[src/rtl/tt_um_adder_exerciser_if.sv]
// Pin bundle between the adder exerciser and the board-level harness.
// Latency: n/a (wiring only).
// Backpressure: none; all signals are level-sampled pins.
interface tt_um_adder_exerciser_if;
    logic       ena;
    logic [7:0] ui_in;
    logic [7:0] uo_out;
    logic [7:0] uio_in;
    logic [7:0] uio_out;
    logic [7:0] uio_oe;

    // Harness side: drives the dedicated inputs and the returned adder result
    modport master (
        output ena, ui_in, uio_in,
        input  uo_out, uio_out, uio_oe
    );

    // Exerciser side
    modport slave (
        input  ena, ui_in, uio_in,
        output uo_out, uio_out, uio_oe
    );
endinterface

[src/rtl/tt_um_adder_exerciser.sv]
// Sweeps all 256 operand pairs into a registered 4-bit adder and checks each returned sum.
// Latency: SETTLE_CYCLES per vector; done asserts the cycle after the last compare.
// Backpressure: none; ena=0 freezes every register and holds the outputs.
module tt_um_adder_exerciser #(
    parameter int SETTLE_CYCLES = 2
) (
    input  logic                 clk,
    input  logic                 rst_n,
    tt_um_adder_exerciser_if.slave bus
);
    localparam int CNT_W = (SETTLE_CYCLES > 1) ? $clog2(SETTLE_CYCLES) : 1;
    localparam logic [CNT_W-1:0] LAST_SETTLE = CNT_W'(SETTLE_CYCLES - 1);

    typedef enum logic [1:0] {
        IDLE  = 2'd0,
        DRIVE = 2'd1,
        DONE  = 2'd2
    } state_t;

    state_t           state;
    logic [7:0]       idx;
    logic [CNT_W-1:0] settle_cnt;
    logic [7:0]       err_cnt;
    logic [7:0]       first_fail;
    logic             fail_seen;
    logic             start_q;

    logic             start_edge;
    logic [4:0]       expected;
    logic             mismatch;
    logic             busy;
    logic             done;
    logic             pass;
    logic             unused_pins;

    assign start_edge = bus.ui_in[0] & ~start_q;
    // Full 5-bit sum so a dropped carry is caught as a mismatch
    assign expected   = {1'b0, idx[3:0]} + {1'b0, idx[7:4]};
    assign mismatch   = (bus.uio_in[4:0] != expected);

    // Sweep sequencer, scoreboard counters and start-edge detector
    always_ff @(posedge clk) begin
        if (!rst_n) begin
            state      <= IDLE;
            idx        <= 8'd0;
            settle_cnt <= '0;
            err_cnt    <= 8'd0;
            first_fail <= 8'd0;
            fail_seen  <= 1'b0;
            start_q    <= 1'b1;
        end else if (bus.ena) begin
            start_q <= bus.ui_in[0];
            case (state)
                IDLE, DONE: begin
                    if (start_edge) begin
                        state      <= DRIVE;
                        idx        <= 8'd0;
                        settle_cnt <= '0;
                        err_cnt    <= 8'd0;
                        first_fail <= 8'd0;
                        fail_seen  <= 1'b0;
                    end
                end
                DRIVE: begin
                    if (settle_cnt == LAST_SETTLE) begin
                        if (mismatch) begin
                            if (err_cnt != 8'hFF) begin
                                err_cnt <= err_cnt + 8'd1;
                            end
                            if (!fail_seen) begin
                                first_fail <= idx;
                                fail_seen  <= 1'b1;
                            end
                        end
                        if (mismatch && bus.ui_in[1]) begin
                            state <= DONE;
                        end else if (idx == 8'hFF) begin
                            state <= DONE;
                        end else begin
                            idx        <= idx + 8'd1;
                            settle_cnt <= '0;
                        end
                    end else begin
                        settle_cnt <= settle_cnt + 1'b1;
                    end
                end
                default: state <= IDLE;
            endcase
        end
    end

    assign busy = (state == DRIVE);
    assign done = (state == DONE);
    assign pass = done && (err_cnt == 8'd0);

    // Operand drive while sweeping, readout byte once finished
    always_comb begin
        bus.uo_out = 8'h00;
        case (state)
            DRIVE:   bus.uo_out = idx;
            DONE:    bus.uo_out = bus.ui_in[3] ? first_fail : err_cnt;
            default: bus.uo_out = 8'h00;
        endcase
    end

    assign bus.uio_out = {done, pass, busy, 5'b0_0000};
    assign bus.uio_oe  = 8'b1110_0000;

    // Pins that carry nothing for this tile
    assign unused_pins = ^{bus.ui_in[7:4], bus.ui_in[2], bus.uio_in[7:5]};
endmodule
[src/flat_wrapper.sv]
// flat-port wrapper written by rule: the top's interface ports become plain ports
module tt_um_adder_exerciser_flat 
#(
    parameter int SETTLE_CYCLES = 2
)
  (clk, rst_n, bus_ena, bus_ui_in, bus_uio_in, bus_uo_out, bus_uio_out, bus_uio_oe);
  tt_um_adder_exerciser_if bus_i ();
  input  logic clk;
  input  logic rst_n;
  input wire logic [$bits(bus_i.ena)-1:0] bus_ena;
  input wire logic [$bits(bus_i.ui_in)-1:0] bus_ui_in;
  input wire logic [$bits(bus_i.uio_in)-1:0] bus_uio_in;
  output wire logic [$bits(bus_i.uo_out)-1:0] bus_uo_out;
  output wire logic [$bits(bus_i.uio_out)-1:0] bus_uio_out;
  output wire logic [$bits(bus_i.uio_oe)-1:0] bus_uio_oe;
  assign bus_i.ena = bus_ena;
  assign bus_i.ui_in = bus_ui_in;
  assign bus_i.uio_in = bus_uio_in;
  assign bus_uo_out = bus_i.uo_out;
  assign bus_uio_out = bus_i.uio_out;
  assign bus_uio_oe = bus_i.uio_oe;
  tt_um_adder_exerciser #(.SETTLE_CYCLES(SETTLE_CYCLES)) u_core (.clk(clk), .rst_n(rst_n), .bus(bus_i));
endmodule
[config.mk]
export PLATFORM = sky130hd
export DESIGN_NAME = tt_um_adder_exerciser_flat
export DESIGN_NICKNAME = d
export VERILOG_FILES = /design/src/rtl/tt_um_adder_exerciser_if.sv /design/src/rtl/tt_um_adder_exerciser.sv /design/src/flat_wrapper.sv
export SDC_FILE = /design/constraint.sdc
export NUM_CORES = 1
export LEC_CHECK = 0
export CELL_PAD_IN_SITES_DETAIL_PLACEMENT = 1
export CELL_PAD_IN_SITES_GLOBAL_PLACEMENT = 2
export CORE_ASPECT_RATIO = 0.8
export CORE_MARGIN = 1.5
export CORE_UTILIZATION = 27
export DETAILED_ROUTE_END_ITERATION = 10
export PLACE_DENSITY_LB_ADDON = 0.2
export SETUP_SLACK_MARGIN = 0.4
export SYNTH_ARGS = -nofsm -noshare
export SYNTH_HDL_FRONTEND = slang
export SYNTH_SLANG_ARGS = --single-unit
[constraint.sdc]
create_clock -name clk -period 2.4 [get_ports clk]
set_input_delay 0.6 -clock clk [delete_from_list [all_inputs] [get_ports clk]]
set_output_delay 0.6 -clock clk [all_outputs]
set_load 0.02 [all_outputs]
==> impl_metrics.toml <==
[critical_path]
timing_worst_setup_path_type = "reg -> reg"
crit_path_max_fanout = 5
startpoint = "u_core.idx[0]"
start_kind = "register"
max_stage_delay_ps = 590
end_kind = "register"
critical-path-slowest-cell = "or4_4"
r2r_start = "u_core.idx[0]"
arrival_ps = 2770
required_ps = 2610
cp_top_family = "simple AND/OR/NAND/NOR gates"
path_cells = "ha_4 > fa_1 > xnor2_1 > nand2_1 > or4_4 > buf_6 > o21ai_4 > nand2_4 > o221ai_2"
crit_buf_inv = 1

[global_route]
grt_pass1_wl_um = 12470
track_usage = 0.1820
grt_pass1_vias = 2357
grt_max_degree = 21
grt_antenna_before_repair = 0
grt.overflow.total = 0

[timing]
timing.final.crit_share = 1.066
grt_setup_unrepaired = "true"
worst_clock_skew_ps = 8.738
max_freq_ghz = 0.3910
period_needed_ps = 2557
fin_tns_setup_ps = -2042
slew_violations = 0
setup_viol = 24
hold_viol = 0
setup_ws_ps = -157.2
holdWs_ps = 464.1

[clocking]
path_clk_slew_ps = 70
clkLatencyLatePin_ps = 280
h-tree-depth = 2
hold_buffers = 0
cts_num_sinks = 29
numCtsBuffers = 5
clockBufferDepth = 2
cts_tree = "yes"
root_buffer = "clkbuf_8"

[floorplanning]
dieArea_um2 = 8638
die_w_um = 103.5
pin_count = 43
fp.dieH_um = 83.43
core_um2 = 7874
std_cell_rows = 29
start_util = 0.2773

[synth]
yosysWarnings = 0
synthCells = 276
yosysTopAreaCellShare = 0.2659
ys_types = 50
ys_top_cells_by_area = "dfxtp_1 27%, ha_1 6.3%, buf_4 5.5%, nand2_1 5.5%, a21oi_1 4.4%"
yosysTopAreaCell = "dfxtp_1"
netlist_area_um2 = 2183
synth_seq_cells = 29
synth.avg_cell_area_um2 = 7.911
yosysSeqAreaShare = 0.2659

[finish]
layout_common_cells = "48 x buf_4, 27 x nand2_1, 26 x buf_6"
antennaDiodeCount = 0
syn_to_final_growth_pct = 58.11
fin_nets = 383
drive_above_1_share = 0.4489
layout_commonest_cell = "buf_4"
postLayoutCoreUtil = 0.4384

[outcome]
status = "complete, but fails checks"
violations = "negative setup slack"

[min_path]
min-delay-start = "u_core.first_fail[5]"
min_path_type = "reg -> reg"

[route]
finalWirelength_um = 7741
ant_nets = 0
first_pass_iters = 4
wire_per_inst_um = 16.83
drc = 0
drtIter0Drc = 41
avgViaCountPerCell = 5.000
vias = 2300

[power]
power.density_nw_per_um2 = 342.7
peakVddDrop_mv = 0.1768
power.leakage_uw = 0.001270

[placement]
place_congestion = 0.7300
post-place-ws_ps = -565.6
portBuffers = 21
hpwl_um = 5489

[run]
cap_violations = 0
## final timing paths
check                           slack, ps  depth (start not counted)                   end
worst min-delay path                  460                          2  u_core.first_fail[5]
worst max-delay path                 -160                          9     u_core.err_cnt[3]
worst min register to register        460                          2  u_core.first_fail[5]
worst max register to register       -160                          9     u_core.err_cnt[3]
## registers in the layout, indices dropped and copies added (netlist names)
signal             count
u_core.err_cnt         8
u_core.fail_seen       1
u_core.first_fail      8
u_core.idx             8
u_core.settle_cnt      1
u_core.start_q         1
u_core.state           2
## per-stage QoR
step	area, µm²	cells	power [µW]
finish	3452	460	1183
detailed placement	2859	435	703.0
global placement	2859	435	700.6
floorplan	2305	287	628.3
CTS	3366	457	1184
global route	3452	460	1235
## Yosys cell counts (all sizes together)
master and instances:
a31oi 5, inv 11, o32a 1, a41o 1, nand4 6, a2bb2oi 1
and3 2, o31ai 4, fa 1, and2 1, nand2b 1, o2111ai 8
clkbuf 13, mux2i 3, a21o 1, conb 2, nor2 9, or3 7
or2 3, a2111o 1, nand2 32, or4 8, o211ai 4, buf 18
a21oi 20, a22oi 7, xor2 2, o21ai 12, ha 11, o221ai 2
nor4 3, nor2b 9, dfxtp 29, a21boi 1, nand3 14, xnor2 5
mux2 6, nor3 5, a211o 1, nand4b 1, a211oi 5
## cells by family (layout without fill, tap and decap cells)
group                      Yosys count  in the layout  synth area share
and+or+nand+nor                    101            101            0.2401
AOI/OAI and AO/OA                   74             74            0.2384
buffers and inverters               42            107            0.1037
DFF                                 29             29            0.2659
adders and majority gates           12             12           0.07221
muxes                                9              9           0.04470
xor gates and xnor gates             7              7           0.03152
other                                2             13          0.003440
## power breakdown
part           switching (µW)  internal (µW)
clock                     200            228
sequential               4.10            484
combinational             141            126
total                     345            838
## worst register-to-register path, cell delays in order, from the launching register on
cell and delay, ps:
dfxtp_4 350, ha_4 160, fa_1 470, xnor2_1 170, nand2_1 100, or4_4 590
buf_6 150, o21ai_4 230, nand2_4 120, o221ai_2 160
## routing by layer
metal	vias up	part of all wire	GRT usage
met4	0	0.0031	0.02778
met1	1135	0.50	0.2537
met5	-	0	0
met2	26	0.47	0.3024
li1	1137	-	-
met3	2	0.025	0.02826
## cell type report
type | instances | area (µm²)
Fill cell | 929 | 4422
Tap cell | 108 | 135.1
Clock buffer | 7 | 86.33
Inverter | 11 | 46.29
Sequential cell | 29 | 595.6
Multi-Input combinational cell | 216 | 1742
Timing Repair Buffer | 89 | 847.1
## what timing repair did
action                     4_1_cts  5_1_grt
pin swaps                       33       12
setup buffers                   14        3
setup endpoints to repair       39       38
gates cloned                     1        0
resized for setup              132       17
No activity file was read; power rests on OpenSTA's default activity.
